[config.mk]
export PLATFORM = sky130hd
export DESIGN_NAME = init_ram_top
export DESIGN_NICKNAME = d
export VERILOG_FILES = /design/src/rtl/init_ram_pkg.sv /design/src/rtl/init_ram_btn_edge.sv /design/src/rtl/init_ram_top.sv
export SDC_FILE = /design/constraint.sdc
export NUM_CORES = 1
export LEC_CHECK = 0
export BUFFER_PORTS_ARGS = -buffer_cell sky130_fd_sc_hd__buf_2
export CAP_MARGIN = 20
export CORE_MARGIN = 3
export CORE_UTILIZATION = 55
export DETAILED_ROUTE_END_ITERATION = 10
export HOLD_SLACK_MARGIN = 0.15
export PLACE_DENSITY_LB_ADDON = 0.3
export SLEW_MARGIN = 20
export SYNTH_ARGS = -nofsm -noshare
export SYNTH_HDL_FRONTEND = slang
export SYNTH_SLANG_ARGS = --single-unit
[constraint.sdc]
create_clock -name clk -period 1.82 [get_ports clk]
set_input_delay 0.273 -clock clk [delete_from_list [all_inputs] [get_ports clk]]
set_output_delay 0.273 -clock clk [all_outputs]
set_load 0.02 [all_outputs]
[src/rtl/init_ram_pkg.sv]
// Shared widths, state encoding and the power-up fill pattern for the init_ram demo.
package init_ram_pkg;

    localparam int RAM_ADDR_W = 4;
    localparam int RAM_DATA_W = 8;

    typedef enum logic {
        INIT = 1'b0,
        READ = 1'b1
    } state_t;

    function automatic logic [RAM_DATA_W-1:0] init_word(input logic [RAM_ADDR_W-1:0] addr);
        return {addr, ~addr};
    endfunction

endpackage

[src/rtl/init_ram_btn_edge.sv]
// Two-flop synchronizer for the raw button followed by a one-clock rising-edge pulse.
module init_ram_btn_edge
    import init_ram_pkg::*;
(
    input  logic clk,
    input  logic rst_n,
    input  logic btn_in,
    output logic pulse_out
);

    logic sync1;
    logic sync2;
    logic sync3;

    always_ff @(posedge clk or negedge rst_n) begin
        if (!rst_n) begin
            sync1 <= 1'b0;
            sync2 <= 1'b0;
            sync3 <= 1'b0;
        end else begin
            sync1 <= btn_in;
            sync2 <= sync1;
            sync3 <= sync2;
        end
    end

    // sync3 only delays sync2, so a held button yields a single pulse
    assign pulse_out = sync2 & ~sync3;

endmodule

[src/rtl/init_ram_top.sv]
// Fills the RAM with a fixed pattern after reset, then shows one word on the LEDs;
// each button press steps the read address, shown inverted on the anodes.
module init_ram_top
    import init_ram_pkg::*;
#(
    parameter int ADDR_W = RAM_ADDR_W,
    parameter int DATA_W = RAM_DATA_W
) (
    input  logic              clk,
    input  logic              rst_n,
    input  logic              btn,
    output logic [ADDR_W-1:0] an,
    output logic [DATA_W-1:0] Led
);

    localparam int DEPTH = 2 ** ADDR_W;

    state_t            state;
    logic [ADDR_W-1:0] wr_addr;
    logic [ADDR_W-1:0] rd_addr;
    logic              btn_pulse;
    logic              wr_en;

    logic [DATA_W-1:0] mem [DEPTH];

    init_ram_btn_edge u_btn_edge (
        .clk      (clk),
        .rst_n    (rst_n),
        .btn_in   (btn),
        .pulse_out(btn_pulse)
    );

    assign wr_en = (state == INIT);

    // RAM has no reset; INIT rewrites every word after each reset release
    always_ff @(posedge clk) begin
        if (wr_en) begin
            mem[wr_addr] <= init_word(wr_addr);
        end
    end

    always_ff @(posedge clk or negedge rst_n) begin
        if (!rst_n) begin
            state   <= INIT;
            wr_addr <= '0;
            rd_addr <= '0;
            Led     <= '0;
            an      <= '1;
        end else begin
            case (state)
                INIT: begin
                    wr_addr <= wr_addr + ADDR_W'(1);
                    Led     <= '0;
                    an      <= '1;
                    if (&wr_addr) begin
                        state <= READ;
                    end
                end
                READ: begin
                    Led <= mem[rd_addr];
                    an  <= ~rd_addr;
                    if (btn_pulse) begin
                        rd_addr <= rd_addr + ADDR_W'(1);
                    end
                end
                default: state <= INIT;
            endcase
        end
    end

endmodule

* Yosys cells after proc, flatten, opt, wreduce, memory -nomap -nowiden
Memories as Yosys holds them, arrays and structs flattened.
Cells that the tools add are included.
** Cells by class
- Multiplexer cells :: 5
- Equality and inequality tests :: 0
- Bitwise logic cells :: 5
- Reduce and logical (&&, ||, !) cells :: 2
- Divide/modulo/power cells :: 0
- Order comparisons :: 0
- Add/sub/neg operators :: 2
- $mul :: 0
- Shift operators :: 0
** Operator list (count)
- 8-bit case mux with 2 select lines :: 1
- 4-bit by 1-bit adder with 4-bit output (second input constant) :: 2
- 4-bit inverter :: 2
- 4-bit case mux with 2 select lines :: 1
- 4-bit AND reduction :: 1
- 1-bit 2-to-1 mux :: 3
- 1-bit inverter :: 2
- 2-bit AND reduction :: 1
- 1-bit bitwise AND :: 1
** Storage, ports and cells
- Output and inout port bits :: 12
- Latch bits :: 0
- Word-level logic and storage cells :: 23
- Memories :: 1
- ROM bits :: 0
- Memory bits (writable) :: 128
- Register bits after elaboration :: 24
- Input bits :: 3
** Memories
- mem :: depth 16, bits a word 8, read ports 1, clocked after Yosys merged registers in 0, wr ports 1, line init_ram_top.sv:24 : logic [DATA_W-1:0] mem [DEPTH];

* Depth between registers and ports, before layout
Gate-level depths: netlist of run 1.
- Word-level depth :: 3
- Mapped depth :: 7
- Depth with buffers taken out :: 4

* By module
From an unflattened synthesis of run 1, not the netlist that was laid out.
** Second synthesis, totals
- Cell total of the unflattened synthesis :: 331
- Area total of the unflattened synthesis :: 5939.4 um^2
** By module, submodules not included
- init_ram_top :: seq. area each 4374.2 um^2, area each 5850.6 um^2, cells an instance 327, times used 1
- init_ram_btn_edge :: seq. area each 75.1 um^2, area each 88.8 um^2, cells an instance 4, times used 1

* Worst setup path after synthesis of run 1
No wires, ideal clock.
- Kind :: reg2reg
- From :: register wr_addr[2]
- To :: memory mem[7][0] in the netlist's numbering, enable pin
- Data arrival time :: 1.401 ns
- Buffers on the path :: 0
- Cell stages (with the launch flop) :: 4
- Clock period less this slack :: 1.733 ns
- Setup slack :: 0.087 ns
- Cell sequence :: dfrtp_1 inv_1 nor3_1 and2_1
** RTL lines
- from (decl) :: line init_ram_top.sv:19 : logic [ADDR_W-1:0] wr_addr;
- from (signal assigned) :: line init_ram_top.sv:52 : wr_addr <= wr_addr + ADDR_W'(1);
- to (decl) :: line init_ram_top.sv:24
No word-level cell before the write port.

* Worst setup path in the final report of run 1
- From :: register rd_addr[0]
- To :: register Led[1]
** On the way
- Longest elaborated chain between the ends :: 2
** RTL lines
- from (decl) :: line init_ram_top.sv:20 : logic [ADDR_W-1:0] rd_addr;
- from (signal assigned) :: line init_ram_top.sv:63 : rd_addr <= rd_addr + ADDR_W'(1);
- memory read 16 x 8 bit
- 8-bit case mux with 2 select lines :: line init_ram_top.sv:50 : case (state)
- to (signal assigned) :: line init_ram_top.sv:60 : Led <= mem[rd_addr];
- to (decl) :: line init_ram_top.sv:13 : output logic [DATA_W-1:0] Led
No other way between the ends.
A chain may end at the register's enable or synchronous reset.

==> results of run 1 <==
logic make-up after synthesis:
logic type	count (synthesis)	share of synthesized area
multiplexers	57	0.115
AND/OR/NAND/NOR	52	0.0447
adder cells (fa/ha/maj)	5	0.0105
AO/OA/AOI/OAI	37	0.0470
XOR/XNOR	6	0.00882
flip-flops	152	0.746
buffers and inverters	22	0.0273
repair_timing:
action | 4_1_cts | 5_1_grt
setup endpoints to repair | 0 | 11
gates resized for setup | 0 | 1
hold buffers | 2 | 0
buffers inserted | 0 | 8
endpoints found under the hold margin | 25 | 0
critical path: cells and delay by family (launching register included):
kind | cells | cell delay [ns]
AND/OR/NAND/NOR | 1 | 0.17
buffers and inverters | 1 | 0.19
AO/OA/AOI/OAI | 1 | 0.11
flip-flops | 1 | 0.47
multiplexers | 1 | 0.59
cells in the final DEF, fill, tap and decap left out, types with 2 or more instances in the layout:
cell,n
sky130_fd_sc_hd__mux2i_1,48
sky130_fd_sc_hd__o22ai_1,2
sky130_fd_sc_hd__xnor2_1,5
sky130_fd_sc_hd__nand2_1,15
sky130_fd_sc_hd__edfxtp_1,128
sky130_fd_sc_hd__mux4_1,4
sky130_fd_sc_hd__a21oi_1,4
sky130_fd_sc_hd__mux4_2,4
sky130_fd_sc_hd__o31ai_2,2
sky130_fd_sc_hd__nor2b_1,5
sky130_fd_sc_hd__buf_2,14
sky130_fd_sc_hd__and3_1,8
sky130_fd_sc_hd__clkbuf_16,19
sky130_fd_sc_hd__nor2_1,6
sky130_fd_sc_hd__a22oi_1,13
sky130_fd_sc_hd__dlygate4sd3_1,2
sky130_fd_sc_hd__dfrtp_1,19
sky130_fd_sc_hd__nand3_1,5
sky130_fd_sc_hd__a22o_1,5
sky130_fd_sc_hd__ha_1,5
sky130_fd_sc_hd__o21ai_1,3
sky130_fd_sc_hd__buf_4,46
sky130_fd_sc_hd__buf_12,4
sky130_fd_sc_hd__nor3_1,2
sky130_fd_sc_hd__o31ai_1,3
sky130_fd_sc_hd__clkbuf_8,6
sky130_fd_sc_hd__clkbuf_1,2
sky130_fd_sc_hd__clkinv_2,4
sky130_fd_sc_hd__inv_1,5
sky130_fd_sc_hd__a221oi_1,2
sky130_fd_sc_hd__and2_1,8
sky130_fd_sc_hd__dfstp_2,4
registers in the layout, indices dropped and copies added (netlist names):
name              flops
Led                   8
an                    4
mem                 128
rd_addr               4
state                 1
u_btn_edge.sync1      1
u_btn_edge.sync2      1
u_btn_edge.sync3      1
wr_addr               4
power breakdown:
part | switching, mW | internal (mW) | total, mW | leakage [nW]
Clock | 1.26 | 2.10 | 3.36 | 0.300
Sequential | 0.127 | 3.95 | 4.07 | 1.47
Combinational | 1.38 | 1.13 | 2.51 | 0.984
path summary, 6_finish.rpt:
| kind | startpoint | to | cells after the start |
|---|---|---|---|
| min | rst_n | Led[1] | 2 |
| max | rd_addr[0] | Led[1] | 4 |
| max reg2reg | rd_addr[0] | Led[1] | 4 |
| min reg2reg | u_btn_edge.sync1 | u_btn_edge.sync2 | 0 |
| min in group clk | u_btn_edge.sync1 | u_btn_edge.sync2 | 0 |
| max in group asynchronous | rst_n | rd_addr[0] | 2 |
cell type report:
cell class                      count  area share
Clock inverter                      5     0.00370
Multi-Input combinational cell    157       0.190
Timing Repair Buffer               66      0.0726
Inverter                            5     0.00264
Clock buffer                       27      0.0797
Tap cell                          136      0.0240
Sequential cell                   152       0.627
per-layer routing:
| layer | share of wire | up-vias | track usage |
|---|---|---|---|
| met3 | 0.082 | 21 | 0.0623 |
| met2 | 0.47 | 155 | 0.327 |
| met5 | 0 | - | 0 |
| met1 | 0.42 | 1549 | 0.302 |
| li1 | - | 1421 | - |
| met4 | 0.022 | 0 | 0.0906 |
==> impl_metrics.ini, run 1 <==
[final_layout]
finalNetCount = 407
finalCoreUtilization = 0.682
multi_input_area_um2 = 1350
final_layout_size_suffix_gt1_frac = 0.265
layout.filler_cells = 637
insertedDiodeCount = 0
finalNonFillerCells = 548
cell_area_after_layout_um2 = 7100
area_growth_pct = 19.1
sequential_cell_area_um2 = 4450

[clocking]
cts_inserted_buffers = 17
cts_tree = done
clockBufferDepth = 2
clkSlewWorstSetupHoldPaths_ns = 0.06
htree_num_levels = 4
ctsRootBufferMaster = sky130_fd_sc_hd__clkbuf_8
worstSkewPairLatency_ns = 0.52
cts.sink_count = 152

[logic_synthesis]
synth_seq_area_share = 0.746
ys_dominant_reg_cell = sky130_fd_sc_hd__edfxtp_1
yosys.cell_count.top_type = sky130_fd_sc_hd__edfxtp_1
ys_warn_count = 0
ys_types = 37
synthDominantAreaCellType = sky130_fd_sc_hd__edfxtp_1
synth_enable_flop_cells = 128
synth.cell_area_um2 = 5960
syn_avg_cell_area_um2 = 18.0
flip_flop_and_latch_count_after_synthesis = 152
post_synth_inst_count = 331
synth_largest_type_area_fraction = 0.645
netlist_top_cells_count = sky130_fd_sc_hd__edfxtp_1, sky130_fd_sc_hd__mux2i_1, sky130_fd_sc_hd__dfrtp_1
syn_nets = 339
post_synthesis_async_set_or_reset_flop_share = 0.158
synth_top_cells_by_area = sky130_fd_sc_hd__edfxtp_1, sky130_fd_sc_hd__dfrtp_1, sky130_fd_sc_hd__mux2i_1

[floorplanning]
die_h_um = 110
initial_utilization = 0.572
io_pins = 15
fp.dieW_um = 110
core_um2 = 10400
die_area_um2 = 12100
num_rows = 37

[power]
highest_ir_drop_seen_on_vdd_mv = 0.851
finalPower_mw = 9.94
power_per_unit_of_standard_cell_area_nw_per_um2 = 1400
power.static_leakage_nw = 2.76

[global_route]
grt_overflow = 0
grt_pass1_wl_mm = 18.4
antenna_found_initial = 0
grt_max_degree = 25
global_route.usage.total = 0.218
grt_pass1_vias = 3172

[worst_hold_path]
min_path_type = in -> async

[sta]
clock-skew-final_ns = 0.0139
finalHoldWorstSlack_ns = 0.291
rsz0062_at_grt = false
setup-tns-final_ns = 0
slew_headroom = 0.617
max_freq_ghz = 0.607
final.min_clock_period_ns = 1.65
timing_max_transition_violations_final = 0
min_period_over_period = 0.905
setup_viol_count_final = 0
hold_viol_final = 0
worstMarginPinSlew_ns = 0.574
setup_ws_ns = 0.173

[drt]
drc_violation_count_after_routing = 0
postRouteWirelength_mm = 11.8
drt_pre_antenna_iters = 5
postRouteAntennaNets = 0
routed_wire_length_per_instance_um = 21.6
vias_after_detailed_routing = 3146
drt_iter0_markers = 350
drt-vias-per-instance = 5.74

[critical_path]
startpoint_type = register
required_worst_endpoint_ns = 2.21
worstSetupEndpointType = register
slowest_stage = sky130_fd_sc_hd__mux4_1
crit_type = reg -> reg
crit_path_max_fanout = 6
crit_chain = buf_4 > mux4_1 > nor2b_1 > o31ai_1
worstPathArrival_ns = 2.04
regToRegSetupSlack_ns = 0.17
crit_path_max_incr_delay_ns = 0.59

[placement]
port_buffers = 14
dpl_cell_area_um2 = 6410
gp_routability_congestion = 0.845
dpl_worst_slack_ns = 0.0450
cells_after_dpl = 506
dp.final_hpwl_mm = 7.90

[status]
run_status = finished clean

[job]
maxCapViolations = 0
No activity file was read; power rests on OpenSTA's default activity.
==> run 2, diff against run 1 <==
- RECOVER_POWER: unset -> 50
==> run 2 against run 1 <==
  * Final area down 0.70%
  * Critical path depth did not move
  * Sequential share of layout area up 0.45 points
  * Clock skew shrank 0.00081 ns
  * Critical path type unchanged
  * Critical endpoint unchanged
==> impl_metrics.ini, run 2 (same netlist as run 1, synthesis figures left out) <==
[status]
run_status = finished clean

[placement]
port_buffers = 14
gp_routability_congestion = 0.845
dpl_cell_area_um2 = 6410
dp.final_hpwl_mm = 7.90
dpl_worst_slack_ns = 0.0450
cells_after_dpl = 506

[final_layout]
reg.largest.list = mem (128), Led (8)
cell_area_after_layout_um2 = 7050
final_layout_size_suffix_gt1_frac = 0.221
finalCoreUtilization = 0.677
top_register = mem
insertedDiodeCount = 0
largest_register_ffs = 128
finalNonFillerCells = 548
mostFrequentLayoutCell = sky130_fd_sc_hd__edfxtp_1
finalNetCount = 407
area_growth_pct = 18.3
most-common-layout-cells = sky130_fd_sc_hd__edfxtp_1, sky130_fd_sc_hd__mux2i_1, sky130_fd_sc_hd__buf_4

[critical_path]
required_worst_endpoint_ns = 2.21
crit_chain = buf_4 > mux4_1 > nor2b_1 > o31ai_1
startpoint_type = register
worstSetupEndpointType = register
crit_path_max_incr_delay_ns = 0.59
crit_type = reg -> reg
crit_path_max_fanout = 6
slowest_stage = sky130_fd_sc_hd__mux4_1
worstPathArrival_ns = 2.04

[floorplanning]
io_pins = 15
die_h_um = 110
num_rows = 37
die_area_um2 = 12100
fp.dieW_um = 110
initial_utilization = 0.572
core_um2 = 10400

[worst_hold_path]
min_path_type = in -> async

[sta]
worstMarginPinSlew_ns = 0.809
min_period_over_period = 0.908
finalHoldWorstSlack_ns = 0.292
clock-skew-final_ns = 0.0131
final.min_clock_period_ns = 1.65
slew_headroom = 0.461
rsz0062_at_grt = false
setup_viol_count_final = 0
setup-tns-final_ns = 0
max_freq_ghz = 0.605
timing_max_transition_violations_final = 0
setup_ws_ns = 0.167
hold_viol_final = 0

[drt]
drt-vias-per-instance = 5.75
drt_iter0_markers = 373
drt_pre_antenna_iters = 5
drc_violation_count_after_routing = 0
postRouteWirelength_mm = 11.9
routed_wire_length_per_instance_um = 21.7
vias_after_detailed_routing = 3150
postRouteAntennaNets = 0

[power]
power.static_leakage_nw = 2.69
finalPower_mw = 9.94
highest_ir_drop_seen_on_vdd_mv = 0.845
power_per_unit_of_standard_cell_area_nw_per_um2 = 1410

[clocking]
clkSlewWorstSetupHoldPaths_ns = 0.06
cts.sink_count = 152
ctsRootBufferMaster = sky130_fd_sc_hd__clkbuf_8
worstSkewPairLatency_ns = 0.52
cts_tree = done
clockBufferDepth = 2
htree_num_levels = 4
cts_inserted_buffers = 17

[global_route]
grt_max_degree = 25
grt_overflow = 0
antenna_found_initial = 0
global_route.usage.total = 0.218
grt_pass1_vias = 3172
grt_pass1_wl_mm = 18.4

[job]
maxCapViolations = 0
==> run 2: changes by cell type in the layout (fill, tap and decap cells not counted) <==
| cell | change |
|---|---|
| sky130_fd_sc_hd__buf_4 | -11 |
| sky130_fd_sc_hd__buf_2 | -7 |
| sky130_fd_sc_hd__clkbuf_1 | +18 |
==> run 2: area by class of cell <==
type                    count  area, um^2
flip-flops and latches    152        4450
fillers                   653        3370
multi-input cells         157        1350
clock buffers              27         566
repair buffers             66         465
well taps                 136         170
clock inverters             5        26.3
inverters                   5        18.8
==> run 2: per-layer routing <==
metal | part of all wire | up-vias | track usage
li1 | - | 1424 | -
met1 | 0.42 | 1556 | 0.302
met2 | 0.47 | 147 | 0.327
met3 | 0.081 | 23 | 0.0623
met4 | 0.022 | 0 | 0.0906
met5 | 0 | - | 0
==> run 2: worst max-delay path, delay by kind of cell, from the launching register on <==
kind / cells / cell delay (ns)
AO/OA/AOI/OAI: 1 / 0.11
buffers and inverters: 1 / 0.19
flip-flops: 1 / 0.47
multiplexers: 1 / 0.59
AND/OR/NAND/NOR: 1 / 0.17
==> run 2: report_power, final <==
| part | internal, mW | total, mW | switching (mW) |
|---|---|---|---|
| Sequential | 3.95 | 4.08 | 0.131 |
| Clock | 2.10 | 3.36 | 1.26 |
| Combinational | 1.10 | 2.50 | 1.40 |
==> run 2: final timing paths <==
path | slack (ns) | depth (start not counted) | to | from
worst max-delay path | 0.17 | 4 | Led[1] | rd_addr[0]
worst min-delay path | 0.29 | 2 | Led[1] | rst_n
worst max register to register | 0.17 | 4 | Led[1] | rd_addr[0]
worst min register to register | 0.36 | 0 | u_btn_edge.sync2 | u_btn_edge.sync1
max in group asynchronous | 1.09 | 2 | rd_addr[0] | rst_n
min in group clk | 0.36 | 0 | u_btn_edge.sync2 | u_btn_edge.sync1
==> run 2: repair_timing <==
action	in CTS	in global routing
hold endpoints to repair	25	0
buffers inserted	0	8
hold buffers	2	0
endpoints found under the setup margin	0	11
gates resized for setup	0	1
==> run 3, diff against run 2 <==
- CORE_UTILIZATION: 55 -> 60
- clock period: 1.82 -> 1.6 ns (I/O delays scaled with it)
==> run 3 against run 2 <==
  * Total power up 17%
  * Clock power up 10%
  * Final cell count down 1.6%
  * Via count up 4.1%
  * Global-route usage up 4.3 points
  * Die area down 7.9%
  * Sequential share of layout area down 1.4 points
  * Clock skew down 0.0041 ns
  * Sequential power up 13%
  * Combinational power up 33%
  * The run now ends with setup timing left
  * Fmax up 0.75%
  * Clock-buffer cell count down 10
==> impl_metrics.ini, run 3 (same netlist as run 1, synthesis figures left out) <==
[power]
highest_ir_drop_seen_on_vdd_mv = 1.01
power_per_unit_of_standard_cell_area_nw_per_um2 = 1610
power.static_leakage_nw = 2.69
finalPower_mw = 11.6

[critical_path]
rr_startpoint = rd_addr[0]
worstPathArrival_ns = 2.03
ff2ff_path_depth = 5
required_worst_endpoint_ns = 1.99
crit_path_max_fanout = 6
worstSetupEndpointType = register
reg2reg_to = Led[1]
worst_setup_path_startpoint = rd_addr[0]
regToRegSetupSlack_ns = -0.04
crit_type = reg -> reg
startpoint_type = register

[final_layout]
largest_register_ffs = 128
finalNonFillerCells = 539
finalNetCount = 405
insertedDiodeCount = 0
cell_area_after_layout_um2 = 7210
final_layout_size_suffix_gt1_frac = 0.273
reg.largest.list = mem (128), Led (8)
top_register = mem
layout.filler_cells = 508
most-common-layout-cells = sky130_fd_sc_hd__edfxtp_1, sky130_fd_sc_hd__mux2i_1, sky130_fd_sc_hd__buf_4
area_growth_pct = 21.0
mostFrequentLayoutCell = sky130_fd_sc_hd__edfxtp_1

[clocking]
worstSkewPairLatency_ns = 0.51
cts_tree = done
cts.sink_count = 152
ctsRootBufferMaster = sky130_fd_sc_hd__clkbuf_8
clockBufferDepth = 2
clkSlewWorstSetupHoldPaths_ns = 0.07
cts_inserted_buffers = 17
htree_num_levels = 4

[placement]
gp_routability_congestion = 0.855
dp.final_hpwl_mm = 7.79
cells_after_dpl = 501
dpl_cell_area_um2 = 6550
port_buffers = 14

[worst_hold_path]
min_path_type = in -> async

[sta]
min_period_over_period = 1.03
rsz0062_at_grt = true
worstMarginPinSlew_ns = 0.823
finalHoldWorstSlack_ns = 0.293
max_freq_ghz = 0.610
hold_viol_final = 0
setup_ws_ns = -0.0406
final.min_clock_period_ns = 1.64
clock-skew-final_ns = 0.00896
slew_headroom = 0.451
setup_viol_count_final = 5
timing_max_transition_violations_final = 0

[global_route]
grt_max_degree = 25
grt_pass1_wl_mm = 20.8
antenna_found_initial = 0
grt_pass1_vias = 3412
grt_overflow = 0
global_route.usage.total = 0.261

[status]
run_status = finished, violations left
failed_checks = setup timing

[drt]
vias_after_detailed_routing = 3280
postRouteWirelength_mm = 13.5
postRouteAntennaNets = 0
routed_wire_length_per_instance_um = 25.0
drt_iter0_markers = 410
drc_violation_count_after_routing = 0
drt-vias-per-instance = 6.09
drt_pre_antenna_iters = 5

[floorplanning]
die_area_um2 = 11200
core_um2 = 9460
die_h_um = 106
io_pins = 15
fp.dieW_um = 106
num_rows = 35
initial_utilization = 0.630

[job]
maxCapViolations = 0
==> run 3: worst max path at each step <==
stage | to | slack (ns)
3_3_place_gp | Led[5] | -0.05
3_5_place_dp | Led[4] | -0.07
6_report | Led[1] | -0.04
2_1_floorplan | mem[7][0] | 0.002
5_1_grt | Led[1] | -0.11
4_1_cts | Led[7] | -0.05
==> run 3: per-layer routing <==
metal,GRT usage,wire [um],vias to the layer above
li1,-,-,1418
met1,0.345,5200,1649
met2,0.423,6690,175
met3,0.0625,1130,38
met4,0.105,439,0
met5,0,0,-
==> run 3: metrics by stage <==
| step | worst slack [ns] | TNS (ns) | utilization |
|---|---|---|---|
| global route | -0.110 | -2.47 | 0.763 |
| detailed placement | -0.0669 | -0.273 | 0.692 |
| floorplan | 0.00240 | 0 | - |
| finish | -0.0406 | -0.0679 | 0.763 |
| CTS | -0.0481 | -0.0795 | 0.763 |
| global placement | -0.0536 | -0.0536 | 0.692 |
==> run 3: where the power goes <==
part	switching, mW	internal [mW]
logic	1.88	1.43
registers	0.124	4.49
clock network	1.61	2.09
==> run 3: area by class of cell <==
type                    instances  area [um^2]  area share
inverters                       5         18.8     0.00260
clock inverters                15          143      0.0198
flip-flops and latches        152         4450       0.617
well taps                     129          161      0.0224
clock buffers                  17          414      0.0574
repair buffers                 64          602      0.0834
multi-input cells             157         1420       0.197
==> run 3: timing repair <==
item | CTS | global route
pin swaps | 2 | 5
resized for setup | 16 | 10
setup endpoints to repair | 8 | 62
buffers inserted | 3 | 0
cloned | 1 | 0
hold buffers | 2 | 0
hold endpoints to repair | 25 | 0
==> run 3: worst max-delay path: stages (launching register included) <==
cell and delay, ns:
sky130_fd_sc_hd__dfrtp_4 0.47, sky130_fd_sc_hd__buf_12 0.15, sky130_fd_sc_hd__buf_8 0.14, sky130_fd_sc_hd__mux4_2 0.55, sky130_fd_sc_hd__o21ai_2 0.14, sky130_fd_sc_hd__o31ai_1 0.08
